File: config.mk
export PLATFORM = sky130hd
export DESIGN_NAME = fetch_bundle_queue
export DESIGN_NICKNAME = d
export VERILOG_FILES = /design/src/rtl/fetch_bundle_queue.sv
export SDC_FILE = /design/constraint.sdc
export NUM_CORES = 2
export LEC_CHECK = 0
export CAP_MARGIN = 40
export CORE_MARGIN = 2
export CORE_UTILIZATION = 55
export DETAILED_ROUTE_END_ITERATION = 10
export HOLD_SLACK_MARGIN = 0.1
export PLACE_DENSITY = 0.78
export SYNTH_ARGS = -nofsm -noshare
export SYNTH_HDL_FRONTEND = slang
export SYNTH_SLANG_ARGS = --single-unit
File: constraint.sdc
create_clock -name clk -period 16.2 [get_ports clk]
set_input_delay 2.43 -clock clk [delete_from_list [all_inputs] [get_ports clk]]
set_output_delay 2.43 -clock clk [all_outputs]
set_load 0.01 [all_outputs]
File: src/rtl/fetch_bundle_queue.sv
// ---------------------------------------------------------------------------
// FetchBundleQueue (module fetch_bundle_queue)
//
// Purpose:
//   Fetch front-end that sits between a wide instruction memory and the issue
//   controller. It prefetches FETCH_WIDTH-word bundles into a DEPTH-entry
//   queue and presents the head bundle to the issuer, which may consume any
//   number of words per cycle. A redirect flushes the queue and the fetch in
//   flight, then restarts fetching from the redirect PC.
//
// Optional feature macro:
//   FETCH_PERF_COUNTERS_EN - when defined, o_perf_stall counts the cycles in
//   which fetch was held off by a full queue and o_perf_flush counts accepted
//   redirects. When undefined both outputs are tied to zero.
//
// Parameters:
//   FETCH_WIDTH      words per bundle (>= 1)
//   DEPTH            bundle slots in the queue (power of two, >= 2)
//   START_BYTE_ADDR  first PC fetched after reset
//
// Ports:
//   clk                clock
//   rst_n              asynchronous active-low reset
//   o_imem_addr        byte address to instruction memory (combinational)
//   i_imem_data        packed bundle, valid one cycle after o_imem_addr
//   i_redirect_valid   flush and refetch from i_redirect_pc
//   i_redirect_pc      new PC, word aligned
//   o_out_valid        head bundle has at least one unconsumed word
//   o_out_pc           byte PC of o_out_bundle word 0
//   o_out_bundle       head words starting at the consume offset, tail zeroed
//   o_out_num          unconsumed words in the head bundle
//   i_deq_count        words consumed this cycle (0..o_out_num)
//   o_perf_stall       cycles fetch was blocked by a full queue
//   o_perf_flush       redirects accepted
// ---------------------------------------------------------------------------
module fetch_bundle_queue #(
    parameter int          FETCH_WIDTH     = 8,
    parameter int          DEPTH           = 4,
    parameter logic [31:0] START_BYTE_ADDR = 32'h0000_3000,
    localparam int         NUM_W           = $clog2(FETCH_WIDTH + 1)
) (
    input  logic                     clk,
    input  logic                     rst_n,
    output logic [31:0]              o_imem_addr,
    input  logic [FETCH_WIDTH*32-1:0] i_imem_data,
    input  logic                     i_redirect_valid,
    input  logic [31:0]              i_redirect_pc,
    output logic                     o_out_valid,
    output logic [31:0]              o_out_pc,
    output logic [FETCH_WIDTH*32-1:0] o_out_bundle,
    output logic [NUM_W-1:0]         o_out_num,
    input  logic [NUM_W-1:0]         i_deq_count,
    output logic [31:0]              o_perf_stall,
    output logic [31:0]              o_perf_flush
);

    localparam int PTR_W = (DEPTH > 1) ? $clog2(DEPTH) : 1;
    localparam int CNT_W = $clog2(DEPTH + 1);

    // Queue storage: one packed bundle plus its byte PC per slot.
    logic [FETCH_WIDTH*32-1:0] r_qData [DEPTH];
    logic [31:0]               r_qPc   [DEPTH];

    logic [PTR_W-1:0] r_head;
    logic [PTR_W-1:0] r_tail;
    logic [CNT_W-1:0] r_count;
    logic [NUM_W-1:0] r_offset;
    logic [31:0]      r_fetchPc;
    logic             r_inflight;
    logic [31:0]      r_inflightPc;

    logic                      w_fire;
    logic                      w_capture;
    logic                      w_pop;
    logic [NUM_W-1:0]          w_deqEff;
    logic [NUM_W-1:0]          w_offsetSum;
    logic [FETCH_WIDTH*32-1:0] w_headData;
    logic [31:0]               w_headPc;

    // A redirect always wins the memory port. Otherwise fetch only when a
    // slot is guaranteed for the returning bundle; a pop in the same cycle
    // earns no credit, which keeps the capture path free of any space check.
    always_comb begin
        o_imem_addr = i_redirect_valid ? i_redirect_pc : r_fetchPc;
        w_fire      = i_redirect_valid |
                      ((32'(r_count) + 32'(r_inflight)) < 32'(DEPTH));
        w_capture   = r_inflight & ~i_redirect_valid;
    end

    // Head view and dequeue arithmetic. An over-sized or spurious dequeue is
    // clamped to what the head actually holds so the queue never underflows.
    always_comb begin
        w_headData  = r_qData[r_head];
        w_headPc    = r_qPc[r_head];
        o_out_valid = (r_count != '0);
        o_out_num   = '0;
        o_out_pc    = '0;
        if (o_out_valid) begin
            o_out_num = NUM_W'(FETCH_WIDTH) - r_offset;
            o_out_pc  = w_headPc + (32'(r_offset) << 2);
        end
        w_deqEff = '0;
        if (o_out_valid) begin
            w_deqEff = (i_deq_count > o_out_num) ? o_out_num : i_deq_count;
        end
        w_offsetSum = r_offset + w_deqEff;
        w_pop       = o_out_valid & (w_offsetSum == NUM_W'(FETCH_WIDTH));
    end

    // Shift the head bundle down by the consume offset; slots past the end
    // of the bundle read as zero.
    always_comb begin
        o_out_bundle = '0;
        if (o_out_valid) begin
            for (int k = 0; k < FETCH_WIDTH; k++) begin
                if ((k + int'(r_offset)) < FETCH_WIDTH) begin
                    o_out_bundle[k*32 +: 32] =
                        w_headData[(k + int'(r_offset))*32 +: 32];
                end
            end
        end
    end

    // Control state. The fetch in flight is tracked by a single flag because
    // memory answers in exactly one cycle. A redirect clears the queue and
    // drops the returning bundle by suppressing its capture.
    always_ff @(posedge clk or negedge rst_n) begin
        if (!rst_n) begin
            r_head       <= '0;
            r_tail       <= '0;
            r_count      <= '0;
            r_offset     <= '0;
            r_fetchPc    <= START_BYTE_ADDR;
            r_inflight   <= 1'b0;
            r_inflightPc <= '0;
        end else begin
            r_inflight <= w_fire;
            if (w_fire) begin
                r_inflightPc <= o_imem_addr;
                r_fetchPc    <= o_imem_addr + 32'(4 * FETCH_WIDTH);
            end
            if (i_redirect_valid) begin
                r_head   <= '0;
                r_tail   <= '0;
                r_count  <= '0;
                r_offset <= '0;
            end else begin
                if (w_capture) begin
                    r_tail <= r_tail + PTR_W'(1);
                end
                if (w_pop) begin
                    r_head   <= r_head + PTR_W'(1);
                    r_offset <= '0;
                end else begin
                    r_offset <= w_offsetSum;
                end
                r_count <= r_count + CNT_W'(w_capture) - CNT_W'(w_pop);
            end
        end
    end

    // Bundle storage needs no reset: a slot is only read after it has been
    // written, since the head view is gated by a non-zero count.
    always_ff @(posedge clk) begin
        if (w_capture) begin
            r_qData[r_tail] <= i_imem_data;
            r_qPc[r_tail]   <= r_inflightPc;
        end
    end

`ifdef FETCH_PERF_COUNTERS_EN
    logic [31:0] r_perfStall;
    logic [31:0] r_perfFlush;

    // Without a redirect the only reason not to fire is a full queue, so
    // !w_fire is exactly the stall condition. Both counters wrap freely.
    always_ff @(posedge clk or negedge rst_n) begin
        if (!rst_n) begin
            r_perfStall <= '0;
            r_perfFlush <= '0;
        end else begin
            if (!w_fire) begin
                r_perfStall <= r_perfStall + 32'd1;
            end
            if (i_redirect_valid) begin
                r_perfFlush <= r_perfFlush + 32'd1;
            end
        end
    end

    assign o_perf_stall = r_perfStall;
    assign o_perf_flush = r_perfFlush;
`else
    assign o_perf_stall = 32'h0;
    assign o_perf_flush = 32'h0;
`endif

    // The issuer may never take more words than the head offers; a redirect
    // cycle ignores the dequeue request entirely.
    a_deqLegal: assert property (@(posedge clk) disable iff (!rst_n)
        i_redirect_valid || (i_deq_count <= o_out_num));

endmodule

==> impl_metrics.prom <==
# TYPE chip_impl_metric gauge
chip_impl_metric{name="cts.reportedPaths.clkPinSlew",unit="ns"} 0.06
chip_impl_metric{name="die-width",unit="um"} 317
chip_impl_metric{name="drv_slew",unit=""} 0
chip_impl_metric{name="areaGrowthSynthToFinish",unit="%"} 21.0
chip_impl_metric{name="slew-limit-headroom",unit="%"} 24.5
chip_impl_metric{name="synth_cell_type_count",unit=""} 63
chip_impl_metric{name="synthCells",unit=""} 3467
chip_impl_metric{name="floorplan.io_pins",unit=""} 684
chip_impl_metric{name="syn_avg_cell_area",unit="um2"} 15.5
chip_impl_info{name="crit_chain",value="buf_4, buf_12, buf_4, buf_16, mux4_2, mux2i_1, nand2_1, o21ai_0, mux2_2, nor2_1, clkdlybuf4s50_1"} 1
chip_impl_metric{name="height_of_the_die",unit="um"} 317
chip_impl_metric{name="via_count",unit=""} 34900
chip_impl_info{name="run_status",value="completed"} 1
chip_impl_metric{name="cts_buffers",unit=""} 117
chip_impl_metric{name="grt_antenna_before_repair",unit=""} 76
chip_impl_info{name="synthTopCellsByArea",value="sky130_fd_sc_hd__edfxtp_1, sky130_fd_sc_hd__mux4_2, sky130_fd_sc_hd__dfrtp_1"} 1
chip_impl_metric{name="grt_start_max_net_pins",unit=""} 166
chip_impl_metric{name="drt_pre_antenna_iters",unit=""} 7
chip_impl_metric{name="die_outline_area",unit="um2"} 100000
chip_impl_info{name="clk_root_buffer_cell",value="sky130_fd_sc_hd__clkbuf_16"} 1
chip_impl_metric{name="drt_drc_violations_left",unit=""} 0
chip_impl_metric{name="cts.sink_count",unit=""} 1223
chip_impl_metric{name="final_period_minus_worst_setup_slack",unit="ns"} 8.52
chip_impl_metric{name="worst-endpoint-required",unit="ns"} 13.77
chip_impl_metric{name="yosys_warnings",unit=""} 0
chip_impl_metric{name="htreeDepth",unit=""} 3
chip_impl_metric{name="sequential_fraction_of_the_synthesis_area",unit="%"} 67.7
chip_impl_metric{name="power.static_leakage",unit="nW"} 22.2
chip_impl_metric{name="clock.fmax",unit="MHz"} 117
chip_impl_metric{name="start_util",unit="%"} 55.6
chip_impl_info{name="hold_path_class",value="reg2reg"} 1
chip_impl_metric{name="fin_setup_tns",unit="ns"} 0
chip_impl_metric{name="post_route_fraction_of_the_period_consumed_by_the_critical_path",unit="%"} 52.6
chip_impl_metric{name="rr_worst_depth",unit=""} 24
chip_impl_metric{name="port_buffers",unit=""} 619
chip_impl_metric{name="num-nets-final",unit=""} 4353
chip_impl_metric{name="grt_remaining_overflow",unit=""} 0
chip_impl_metric{name="total_standard_cell_area_after_synthesis",unit="um2"} 53700
chip_impl_metric{name="synth-edff-count",unit=""} 1152
chip_impl_info{name="synth_most_common_cell",value="sky130_fd_sc_hd__edfxtp_1"} 1
chip_impl_metric{name="max_cap_violations",unit=""} 0
chip_impl_info{name="hold-path-endpoint",value="r_qPc[0][27]$_DFFE_PP_"} 1
chip_impl_metric{name="dp_cells",unit=""} 5191
chip_impl_info{name="critical_path.slowest_cell",value="sky130_fd_sc_hd__mux2i_1"} 1
chip_impl_info{name="min_from",value="r_inflightPc[27]$_DFFE_PN0P_"} 1
chip_impl_info{name="worstSetupStartpointType",value="flop"} 1
chip_impl_metric{name="clock_insertion_delay_worst_skew",unit="ns"} 0.74
chip_impl_metric{name="post-synth-top-area-fraction",unit="%"} 64.4
chip_impl_metric{name="final.fill_count",unit=""} 6403
chip_impl_metric{name="ant_nets",unit=""} 0
chip_impl_info{name="area_leader_netlist",value="sky130_fd_sc_hd__edfxtp_1"} 1
chip_impl_metric{name="reg2reg_setup_slack",unit="ns"} 10.29
chip_impl_info{name="r2r_end",value="r_count[2]$_DFF_PN0_"} 1
chip_impl_metric{name="routed_wire_length_per_instance",unit="um"} 31.4
chip_impl_metric{name="postCtsSetupRepairBufs",unit=""} 0
chip_impl_metric{name="finalWeightedCongestion",unit=""} 1.03
chip_impl_metric{name="worst_hold_path.num_cells",unit=""} 0
chip_impl_metric{name="count_of_state_elements_after_synthesis",unit=""} 1223
chip_impl_metric{name="slowest_delay",unit="ns"} 0.80
chip_impl_metric{name="wire_length_of_the_first_global_routing_pass",unit="um"} 238000
chip_impl_metric{name="crit_arrival",unit="ns"} 6.09
chip_impl_metric{name="post_cts_resized",unit=""} 0
chip_impl_info{name="timing_worst_setup_path_type",value="reg2out"} 1
chip_impl_metric{name="finalSetupViolCount",unit=""} 0
chip_impl_info{name="worst_r2r_startpoint",value="r_offset[0]$_DFF_PN0_"} 1
chip_impl_metric{name="hpwl",unit="um"} 117000
chip_impl_metric{name="coreArea",unit="um2"} 96700
chip_impl_metric{name="hold_violations_final",unit=""} 0
chip_impl_metric{name="avgViaCountPerCell",unit=""} 6.42
chip_impl_metric{name="clock_tree.buffer_depth",unit=""} 3
chip_impl_info{name="unrepaired_setup_endpoints_after_global_routing",value="no"} 1
chip_impl_metric{name="rows",unit=""} 114
chip_impl_metric{name="worst_clock_skew",unit="ns"} 0.0420
chip_impl_info{name="yosys_most_used_dff",value="sky130_fd_sc_hd__edfxtp_1"} 1
chip_impl_info{name="synth_top_cells_by_count",value="sky130_fd_sc_hd__edfxtp_1, sky130_fd_sc_hd__nand2_1, sky130_fd_sc_hd__nor2_1"} 1
chip_impl_info{name="cts_tree",value="yes"} 1
chip_impl_info{name="critical_path.endpoint_type",value="output port"} 1
chip_impl_metric{name="power",unit="mW"} 12.6
chip_impl_metric{name="tightestPinTransition",unit="ns"} 1.13
chip_impl_metric{name="first_global_vias",unit=""} 33200
chip_impl_metric{name="post_layout_instance_count_excluding_filler_cells",unit=""} 5440
chip_impl_metric{name="worst-path-max-fanout",unit=""} 111
chip_impl_metric{name="drtIter0Drc",unit=""} 4763
chip_impl_metric{name="post_route_cells_drive_above_1_share",unit="%"} 16.0
chip_impl_metric{name="cts-hold-fix-buffers",unit=""} 0
chip_impl_metric{name="routed_wl",unit="um"} 171000
chip_impl_metric{name="async_flop_share",unit="%"} 5.81
chip_impl_metric{name="power_density",unit="nW/um2"} 194
chip_impl_metric{name="global_route.usage.total",unit="%"} 33.7
chip_impl_metric{name="finalCoreUtilization",unit="%"} 67.2
chip_impl_metric{name="peakVddDrop",unit="uV"} 150
chip_impl_info{name="critical_path.most_common_cell",value="sky130_fd_sc_hd__buf_4"} 1
## cell usage in the layout, fill, tap and decap left out, types with 7 or more instances in the layout
cell	n
sky130_fd_sc_hd__a21oi_1	250
sky130_fd_sc_hd__o22a_1	30
sky130_fd_sc_hd__mux2_2	99
sky130_fd_sc_hd__conb_1	64
sky130_fd_sc_hd__o21ai_0	87
sky130_fd_sc_hd__buf_12	11
sky130_fd_sc_hd__clkinv_2	29
sky130_fd_sc_hd__a211o_1	7
sky130_fd_sc_hd__edfxtp_1	1152
sky130_fd_sc_hd__clkdlybuf4s50_1	617
sky130_fd_sc_hd__xnor2_1	39
sky130_fd_sc_hd__xor2_1	11
sky130_fd_sc_hd__clkbuf_1	18
sky130_fd_sc_hd__diode_2	28
sky130_fd_sc_hd__clkinv_1	27
sky130_fd_sc_hd__mux4_2	286
sky130_fd_sc_hd__nor3_1	12
sky130_fd_sc_hd__ha_1	20
sky130_fd_sc_hd__nand4_1	8
sky130_fd_sc_hd__and3_1	60
sky130_fd_sc_hd__nand2_1	436
sky130_fd_sc_hd__clkbuf_16	117
sky130_fd_sc_hd__and2_1	13
sky130_fd_sc_hd__a211oi_1	39
sky130_fd_sc_hd__bufinv_16	14
sky130_fd_sc_hd__inv_1	32
sky130_fd_sc_hd__nand3b_1	8
sky130_fd_sc_hd__buf_4	39
sky130_fd_sc_hd__nor2b_1	8
sky130_fd_sc_hd__nand3_1	38
sky130_fd_sc_hd__nor2_1	294
sky130_fd_sc_hd__mux2i_1	89
sky130_fd_sc_hd__dfrtp_1	64
## layout make-up
cell class	instances	area [um2]	area share (%)
Tap cell	1276	1600	2.46
Clock buffer	135	3000	4.61
Antenna cell	28	70.1	0.108
Clock inverter	85	841	1.29
Inverter	35	141	0.217
Multi-Input combinational cell	1979	16100	24.8
Sequential cell	1223	36400	56.0
Timing Repair Buffer	679	6880	10.6
## report_power, final
| group | internal, mW | switching, mW | total (mW) |
|---|---|---|---|
| registers | 4.01 | 0.177 | 4.19 |
| logic | 2.26 | 3.42 | 5.68 |
| clock network | 1.55 | 1.19 | 2.74 |
| total | 7.82 | 4.78 | 12.6 |
## state kept, by name (all words and copies together) (netlist names)
| register | cells |
|---|---|
| r_count | 3 |
| r_fetchPc | 32 |
| r_head | 2 |
| r_inflight | 1 |
| r_inflightPc | 27 |
| r_offset | 4 |
| r_qData | 1024 |
| r_qPc | 128 |
| r_tail | 2 |
## stage by stage
step / setup slack [ns] / instance area [um2] / hold slack [ns]
after floorplan: 5.52 / 54000 / 0.457
final: 7.68 / 65000 / 0.511
after global routing: 7.26 / 65000 / 0.530
after global placement: 8.04 / 60800 / 0.474
after detailed placement: 8.42 / 61100 / 0.497
after CTS: 7.66 / 64900 / 0.501
## metal layers
layer | share of wire (%) | wire length [um] | vias to the layer above | GRT usage (%)
met5 | 0.20 | 342 | - | 0
met4 | 5.1 | 8640 | 52 | 16.1
met3 | 12 | 21000 | 458 | 9.25
met2 | 49 | 83700 | 2592 | 55.2
met1 | 33 | 56900 | 17400 | 41.8
li1 | - | - | 14400 | -
## critical path, delay by kind of cell, from the launching register on
family / cells / cell delay, ns
compound gates: 1 / 0.13
mux: 3 / 1.57
flops: 1 / 0.59
simple gates: 2 / 0.14
buf+inv: 5 / 2.77
## worst max-delay path by stage
stage,startpoint,to,slack [ns],cells after the start
6_report,r_head[0]$_DFFE_PN0P_,o_out_bundle[12],7.68,11
5_1_grt,r_head[0]$_DFFE_PN0P_,o_out_bundle[12],7.26,11
4_1_cts,r_head[0]$_DFFE_PN0P_,o_out_bundle[12],7.66,11
3_5_place_dp,r_head[0]$_DFFE_PN0P_,o_out_bundle[12],8.42,11
3_3_place_gp,r_head[0]$_DFFE_PN0P_,o_out_bundle[18],8.04,10
2_1_floorplan,i_redirect_valid,r_qData[0][0]$_DFFE_PP_,5.52,6
## kinds of logic after synthesis
logic type      synth area share, %
mux                            15.8
fa+ha+maj                     0.577
buf+inv                        2.94
flops                          67.7
simple gates                   7.32
other cells                 0.00698
compound gates                 4.85
xor+xnor                      0.815
No activity file was read; power rests on OpenSTA's default activity.
